===== src/rtl/debug_frame_tx.sv =====
// Debug-link transmit framer: fetches N debug words and sends them as
// HEADER, count, payload bytes (MSB first) and an XOR checksum over the UART.
module debug_frame_tx #(
    parameter int BITS_SIZE  = 32,
    parameter int SIZE_TRAMA = 8,
    parameter int SEL_BITS   = 8,
    parameter logic [SIZE_TRAMA-1:0] HEADER = 8'hA5
) (
    input  logic                  i_clk,
    input  logic                  i_reset,
    input  logic                  i_start,
    input  logic [SEL_BITS-1:0]   i_num_words,
    input  logic                  i_abort,
    input  logic [BITS_SIZE-1:0]  i_word,
    input  logic                  i_tx_done,
    output logic [SEL_BITS-1:0]   o_word_sel,
    output logic                  o_tx_start,
    output logic [SIZE_TRAMA-1:0] o_tx_data,
    output logic                  o_busy,
    output logic                  o_done
);

    localparam int NBYTES = BITS_SIZE / SIZE_TRAMA;
    localparam int BIW    = (NBYTES > 1) ? $clog2(NBYTES) : 1;

    typedef enum logic [2:0] {
        S_IDLE, S_SEND, S_WAIT, S_FETCH, S_LATCH, S_DONE
    } state_t;

    // Kind of the byte currently held in r_byte; selects the step after its i_tx_done.
    typedef enum logic [1:0] {
        K_HDR, K_CNT, K_DATA, K_CSUM
    } kind_t;

    state_t                r_state;
    kind_t                 r_kind;
    logic [SIZE_TRAMA-1:0] r_byte;
    logic [SIZE_TRAMA-1:0] r_csum;
    logic [BITS_SIZE-1:0]  r_shift;
    logic [BIW-1:0]        r_byte_idx;
    logic [SEL_BITS:0]     r_word_idx;
    logic [SEL_BITS-1:0]   r_num;
    logic [SEL_BITS-1:0]   r_word_sel;
    logic                  r_tx_start;
    logic [SIZE_TRAMA-1:0] r_tx_data;
    logic                  r_busy;
    logic                  r_done;

    logic                  w_words_left;
    logic                  w_last_byte;
    logic [BITS_SIZE-1:0]  w_next_shift;

    assign w_words_left = (r_word_idx < {1'b0, r_num});
    assign w_last_byte  = (r_byte_idx == BIW'(NBYTES - 1));
    assign w_next_shift = r_shift << SIZE_TRAMA;

    // UART handshake: o_tx_start is a one-cycle request carrying o_tx_data, which
    // stays put until the matching i_tx_done pulse is taken in WAIT.
    always_ff @(posedge i_clk or negedge i_reset) begin
        if (!i_reset) begin
            r_state    <= S_IDLE;
            r_kind     <= K_HDR;
            r_byte     <= '0;
            r_csum     <= '0;
            r_shift    <= '0;
            r_byte_idx <= '0;
            r_word_idx <= '0;
            r_num      <= '0;
            r_word_sel <= '0;
            r_tx_start <= 1'b0;
            r_tx_data  <= '0;
            r_busy     <= 1'b0;
            r_done     <= 1'b0;
        end else begin
            r_tx_start <= 1'b0;
            r_done     <= 1'b0;
            if (i_abort && (r_state != S_IDLE)) begin
                r_state <= S_IDLE;
                r_busy  <= 1'b0;
            end else begin
                case (r_state)
                    S_IDLE: begin
                        if (i_start) begin
                            r_num      <= i_num_words;
                            r_csum     <= '0;
                            r_byte_idx <= '0;
                            r_word_idx <= '0;
                            r_byte     <= HEADER;
                            r_kind     <= K_HDR;
                            r_busy     <= 1'b1;
                            r_state    <= S_SEND;
                        end
                    end
                    S_SEND: begin
                        r_tx_start <= 1'b1;
                        r_tx_data  <= r_byte;
                        if ((r_kind == K_CNT) || (r_kind == K_DATA)) begin
                            r_csum <= r_csum ^ r_byte;
                        end
                        r_state <= S_WAIT;
                    end
                    S_WAIT: begin
                        if (i_tx_done) begin
                            case (r_kind)
                                K_HDR: begin
                                    r_byte  <= SIZE_TRAMA'(r_num);
                                    r_kind  <= K_CNT;
                                    r_state <= S_SEND;
                                end
                                K_CNT: begin
                                    if (w_words_left) begin
                                        r_state <= S_FETCH;
                                    end else begin
                                        r_byte  <= r_csum;
                                        r_kind  <= K_CSUM;
                                        r_state <= S_SEND;
                                    end
                                end
                                K_DATA: begin
                                    if (!w_last_byte) begin
                                        r_shift    <= w_next_shift;
                                        r_byte     <= w_next_shift[BITS_SIZE-1 -: SIZE_TRAMA];
                                        r_byte_idx <= r_byte_idx + 1'b1;
                                        r_state    <= S_SEND;
                                    end else if (w_words_left) begin
                                        r_state <= S_FETCH;
                                    end else begin
                                        r_byte  <= r_csum;
                                        r_kind  <= K_CSUM;
                                        r_state <= S_SEND;
                                    end
                                end
                                default: begin
                                    r_state <= S_DONE;
                                end
                            endcase
                        end
                    end
                    S_FETCH: begin
                        r_word_sel <= r_word_idx[SEL_BITS-1:0];
                        r_state    <= S_LATCH;
                    end
                    S_LATCH: begin
                        r_shift    <= i_word;
                        r_byte     <= i_word[BITS_SIZE-1 -: SIZE_TRAMA];
                        r_byte_idx <= '0;
                        r_word_idx <= r_word_idx + 1'b1;
                        r_kind     <= K_DATA;
                        r_state    <= S_SEND;
                    end
                    S_DONE: begin
                        r_done  <= 1'b1;
                        r_busy  <= 1'b0;
                        r_state <= S_IDLE;
                    end
                    default: begin
                        r_busy  <= 1'b0;
                        r_state <= S_IDLE;
                    end
                endcase
            end
        end
    end

    assign o_word_sel = r_word_sel;
    assign o_tx_start = r_tx_start;
    assign o_tx_data  = r_tx_data;
    assign o_busy     = r_busy;
    assign o_done     = r_done;

endmodule


===== config.mk =====
export PLATFORM = sky130hd
export DESIGN_NAME = debug_frame_tx
export DESIGN_NICKNAME = d
export VERILOG_FILES = /design/src/rtl/debug_frame_tx.sv
export SDC_FILE = /design/constraint.sdc
export NUM_CORES = 1
export LEC_CHECK = 0
export ABC_AREA = 1
export CORE_MARGIN = 2
export CORE_UTILIZATION = 49
export DETAILED_ROUTE_END_ITERATION = 10
export GPL_TIMING_DRIVEN = 1
export PLACE_DENSITY_LB_ADDON = 0.15
export SETUP_SLACK_MARGIN = 0.02
export SLEW_MARGIN = 20
export SYNTH_ARGS = -nofsm -noshare
export SYNTH_HDL_FRONTEND = slang
export SYNTH_SLANG_ARGS = --single-unit
export TNS_END_PERCENT = 10

===== constraint.sdc =====
create_clock -name i_clk -period 3.11 [get_ports i_clk]
set_input_delay 0.7775 -clock i_clk [delete_from_list [all_inputs] [get_ports i_clk]]
set_output_delay 0.7775 -clock i_clk [all_outputs]
set_load 0.005 [all_outputs]

# Yosys cells after proc, flatten, opt, wreduce, memory -nomap -nowiden
# Index checks and enable logic that the tools add are counted.
[totals]
reg_bits = 83
output_inout_bits = 19
elab_cells = 96
[op_classes]
add_sub_neg = 2
order_cmp = 1
eq_ne = 18
n_mux = 39
bitwise_logic = 2
reduce_logical = 21
[ops]
columns = ["cell", "count"]
rows = [
  ["$mux 24", 3],
  ["$mux 8", 6],
  ["$pmux 24 s2", 1],
  ["$pmux 8 s3", 2],
  ["$pmux 2 s3", 3],
  ["$pmux 9 s2", 1],
  ["$mux 2", 8],
  ["$pmux 8 s2", 1],
  ["$pmux 3 s5", 1],
  ["$mux 3", 4],
  ["$reduce_and 6->1", 2],
  ["$ne 2x2->1 const B", 5],
  ["$reduce_and 5->1", 2],
  ["$add 9x1->9 const B", 1],
  ["$lt 9x8->1", 1],
  ["$mux 9", 1],
  ["$ne 3x3->1 const B", 3],
  ["$pmux 3 s3", 1],
  ["$reduce_and 2->1", 4],
  ["$xor 8x8->8", 1],
  ["$eq 3x2->1 const B", 2],
  ["$eq 3x3->1 const B", 2],
  ["$mux 1", 6],
  ["$reduce_and 3->1", 2],
  ["16 further kinds", 20],
]

# Logic depth before layout (Yosys ltp)
[logic_depth]
ltp_word = 7
depth_mapped = 13
depth_no_buf = 13

# Worst setup path before layout
# No wires, ideal clock.
[synth_path]
path_kind = "flip-flop to flip-flop"
from = "register r_word_idx[7]"
to = "register r_kind[0]"
setup_ps = 135
arrival_ps = 1706
t_required_ps = 2975
slack_ps = 1269
path_stages_with_launch = 8
path_buffers = 0
path_cell_list = "dfrtp_1 -> ha_1 -> nand2_1 -> nor2_1 -> nor2_2 -> nand3_1 -> o21ai_0 -> a21oi_1"
[synth_via]
elab_chain_cells = 6
[synth_rtl]
columns = ["element", "line_no", "source"]
rows = [
  ["from (decl)", "41", "logic [SEL_BITS:0] r_word_idx;"],
  ["from (signal assigned)", "147", "r_word_idx <= r_word_idx + 1'b1;"],
  ["$lt 9x8->1 (*)", "53", "assign w_words_left = (r_word_idx < {1'b0, r_num});"],
  ["$mux 2 (*)", "n/a", ""],
  ["$mux 2", "n/a", ""],
  ["$pmux 2 s3 (*)", "n/a", ""],
  ["$mux 2 (*)", "n/a", ""],
  ["$pmux 2 s3 (*)", "n/a", ""],
  ["to (signal assigned)", "62", "r_kind <= K_HDR;"],
  ["to (signal assigned)", "89", "r_kind <= K_HDR;"],
  ["to (signal assigned)", "107", "r_kind <= K_CNT;"],
  ["to (decl)", "36", "kind_t r_kind;"],
]
# Mark *: on every way between the ends. The rest lies on a longest branch, timed or not. The select of a mux whose other input is x is not followed.
# A chain may end at the register's enable or synchronous reset.

# Worst setup path in the final report
[layout_path]
from = "register r_word_idx[7]"
to = "register r_kind[1]"
# The elaborated chain is that of the path after synthesis.

==> reports/results.env <==
CTS.SINKS=83
YS_TYPES=35
SYNTH.FF_LATCH_COUNT=83
PATH_TYPE_OF_THE_WORST_SETUP_PATH='flop to flop'
CTS-HTREE-LEVELS=3
ANTENNA_FOUND_INITIAL=0
GRT_OVERFLOW=0
LAYOUT.NETS=659
POST_SYNTH.CELL_AREA_AVG_SQ_UM=7.98
IR_WORST_VDD_mV=0.463
WORST_EP_REQUIRED_TIME_NS=3.39
DRT_PRE_ANTENNA_ITERS=5
DRT_ITER0_MARKERS=225
ROUTED_WL_MM=10.0
TIMING.FINAL.HOLD_VIOLATIONS=0
YOSYSWARNINGCOUNT=0
POWER_LEAKAGE_nW=2.54
SEQ_TOTAL_AREA_YOSYS=0.481
FINAL_LAYOUT_SIZE_SUFFIX_GT1_FRAC=0.0595
STDCELL_AREA_SQ_MM=0.00526
FLOORPLAN.ROWS=34
TIMING.FINAL.SETUP_VIOLATIONS=0
CLOCK_PATH_BUFFERS=2
ROUTE.DETAILED.DRC=0
GRT_MAX_DEGREE=49
PLACED_AREA_SQ_MM=0.00503
FINAL_CORE_UTIL=0.609
MET2_LENGTH_MM=4.62
VIAS=3766
WL_MET3_MICRONS=535
BUFFERS_ON_PORTS=63
SYN_AREA_SQ_MM=0.00432
SLEW_HEADROOM=0.633
REPORT.FINAL.SLEW_VIOL_COUNT=0
ROOT_BUFFER='clkbuf_8'
GLOBAL_ROUTE_WIRE_LENGTH_BEFORE_REPAIR_MM=16.9
TNS_NS=0
GLOBAL_ROUTE.USAGE.TOTAL=0.216
FINAL_ANTENNA_NET_COUNT=0
STATUS='complete, no violations'
MAX_FREQ_MHz=417
HOLD_CRIT_CLASS='primary input to asynchronous set/reset pin'
LAYOUT-AREA-OVERHEAD-VS-SYNTH_PCT=21.8
POSTCTSRESIZEDCELLS=0
FLOORPLAN.DIE.WIDTH_MICRONS=97.9
NUM_ANTENNA_CELLS=0
MAX_CAP_VIOLATIONS=0
POSTCTSSETUPBUFFERS=0
ROUTABILITYCONGESTION=0.872
BOUNDARYPINS=64
POST-DP-HPWL_MM=7.40
WORST_EP_ARRIVAL_TIME_NS=2.67
CRIT_PATH_START_KIND='flop'
PLACE_INST=698
SYNTH_CELLS=541
ROUTEDWLPERCELL_MICRONS=14.1
WORSTMARGINPINSLEW_NS=0.551
ROUTE.DETAILED.VIAS_PER_INST=5.28
FINAL_PERIOD_MINUS_WORST_SETUP_SLACK_NS=2.40
CORE_AREA_SQ_MM=0.00864
CTS_TREE='done'
FIN_WORST_SKEW_NS=0.00684
POWERDENSITY_mW_PER_MM2=840
RSZ0062_AT_GRT='false'
GRT_PASS1_VIAS=3490
FLOORPLAN.INITIALDENSITY=0.500
FINAL.PERIOD_UTILIZATION=0.770
Y_DIMENSION_OF_THE_DIE_MICRONS=97.9
CLKTRANSATPATHREGS_NS=0.08
HIGHEST-SIGNAL-LAYER='met4'
DIEAREA_SQ_MM=0.00958
CTS_MADE_BUFFERS=9
MET1_LENGTH_MM=4.69
ENDPOINT_KIND='flop'
WORST-PATH-MAX-FANOUT=10
MAPPEDNETLISTNETS=599
POST_CTS_HOLD_BUFFER_COUNT=0
WORST_SKEW_PAIR.LATE_LATENCY_NS=0.35
TOTAL_POWER_CONSUMPTION_OF_THE_ROUTED_DESIGN_mW=4.42
LAYOUTNONFILLERINSTCOUNT=713
layer usage:
metal | up-vias | GRT usage
met4 | 0 | 0.0652
met5 | - | 0
met3 | 14 | 0.0444
met1 | 1780 | 0.316
li1 | 1870 | -
met2 | 102 | 0.327
layout by cell type, fill, tap and decap left out, types with 2 or more instances in the layout:
cell,n
nand3_1,30
nor3b_1,6
inv_2,4
bufinv_16,3
nor2_4,2
nand4_1,9
nand2_1,106
nor2_1,36
a31oi_1,2
o21ai_1,17
nand2_2,4
dfrtp_1,83
nor3_1,15
clkdlybuf4s50_1,62
nor2_2,2
o211ai_1,14
inv_1,87
a21oi_1,24
clkbuf_8,9
o21ai_0,58
buf_4,3
ha_1,13
cell usage after synthesis:
library cell  number  share of area
nor2_4             2         0.0052
nand3b_1           1         0.0017
nor3b_1            6          0.010
a31oi_1            2         0.0029
nand4_1            9          0.013
ha_1              13          0.038
buf_2              3         0.0035
nor2_1            36          0.031
nor4_1             1         0.0014
o21ai_0           58          0.067
nand3_2            1         0.0023
o211ai_1          14          0.024
inv_1             87          0.076
o31ai_1            1         0.0017
a211oi_1           1         0.0017
nor3b_4            1         0.0043
nor3_1            15          0.017
nor3_2             1         0.0023
nand3_1           30          0.035
nor2_2             2         0.0029
a21o_1             1         0.0017
o21ai_1           17          0.020
inv_2              4         0.0035
or2_4              1         0.0020
clkbuf_1           8         0.0070
nand2_1          106          0.092
xor2_1             1         0.0020
dfrtp_1           83           0.48
buf_1              3         0.0026
buf_4              1         0.0017
buf_6              2         0.0052
nor2_8             1         0.0046
a21oi_1           24          0.028
nand2_2            4         0.0058
inv_4              1         0.0014
final timing paths:
| path | start | to | slack [ns] | cells past startpoint |
|---|---|---|---|---|
| max | r_word_idx[7] | r_kind[1] | 0.71 | 8 |
| min | i_reset | r_num[5] | 0.40 | 1 |
| max reg2reg | r_word_idx[7] | r_kind[1] | 0.71 | 8 |
| min reg2reg | o_tx_data[4] | o_tx_data[4] | 0.49 | 2 |
| max in group asynchronous | i_reset | r_shift[9] | 2.08 | 2 |
| min in group i_clk | o_tx_data[4] | o_tx_data[4] | 0.49 | 2 |
cell type report:
| cell class | instances | area [sq um] |
|---|---|---|
| clock inverters | 5 | 103 |
| fillers | 795 | 3370 |
| inverters | 92 | 348 |
| multi-input cells | 349 | 1810 |
| clock buffers | 10 | 128 |
| flip-flops and latches | 83 | 2080 |
| repair buffers | 66 | 663 |
| well taps | 108 | 135 |
flip-flops by register name, indices dropped and copies added, names as in the netlist:
signal,cells
r_csum,8
r_byte,8
o_word_sel,8
r_byte_idx,2
o_done,1
r_state,3
o_tx_start,1
r_shift,24
o_busy,1
r_num,8
r_kind,2
o_tx_data,8
r_word_idx,9
metrics by stage:
stage	worst slack, ns	hold slack, ns
2_1_floorplan	1.27	0.457
3_3_place_gp	0.663	0.466
3_5_place_dp	0.617	0.473
4_1_cts	0.746	0.416
5_1_grt	0.467	0.443
6_report	0.714	0.399
power breakdown:
group	leakage [nW]	switching [mW]	total (mW)	internal (mW)
registers	1.07	0.156	1.61	1.45
logic	1.36	1.20	1.90	0.692
clock network	0.112	0.385	0.913	0.528
total	2.54	1.75	4.42	2.67
kinds of logic after synthesis:
logic type / Yosys count / share of synthesized area
buffers and inverters: 109 / 0.101
XOR/XNOR: 1 / 0.00203
flip-flops: 83 / 0.481
AO/OA/AOI/OAI: 118 / 0.147
adder cells (fa/ha/maj): 13 / 0.0377
AND/OR/NAND/NOR: 217 / 0.232
critical path: stages (launching register included):
cell,delay (ns)
dfrtp_1,0.43
ha_1,0.33
nand2_1,0.09
nor2_1,0.06
nor2_2,0.33
nand3_1,0.44
o21ai_0,0.47
nand2_1,0.09
o21ai_1,0.09
No activity file was read; power rests on OpenSTA's default activity.
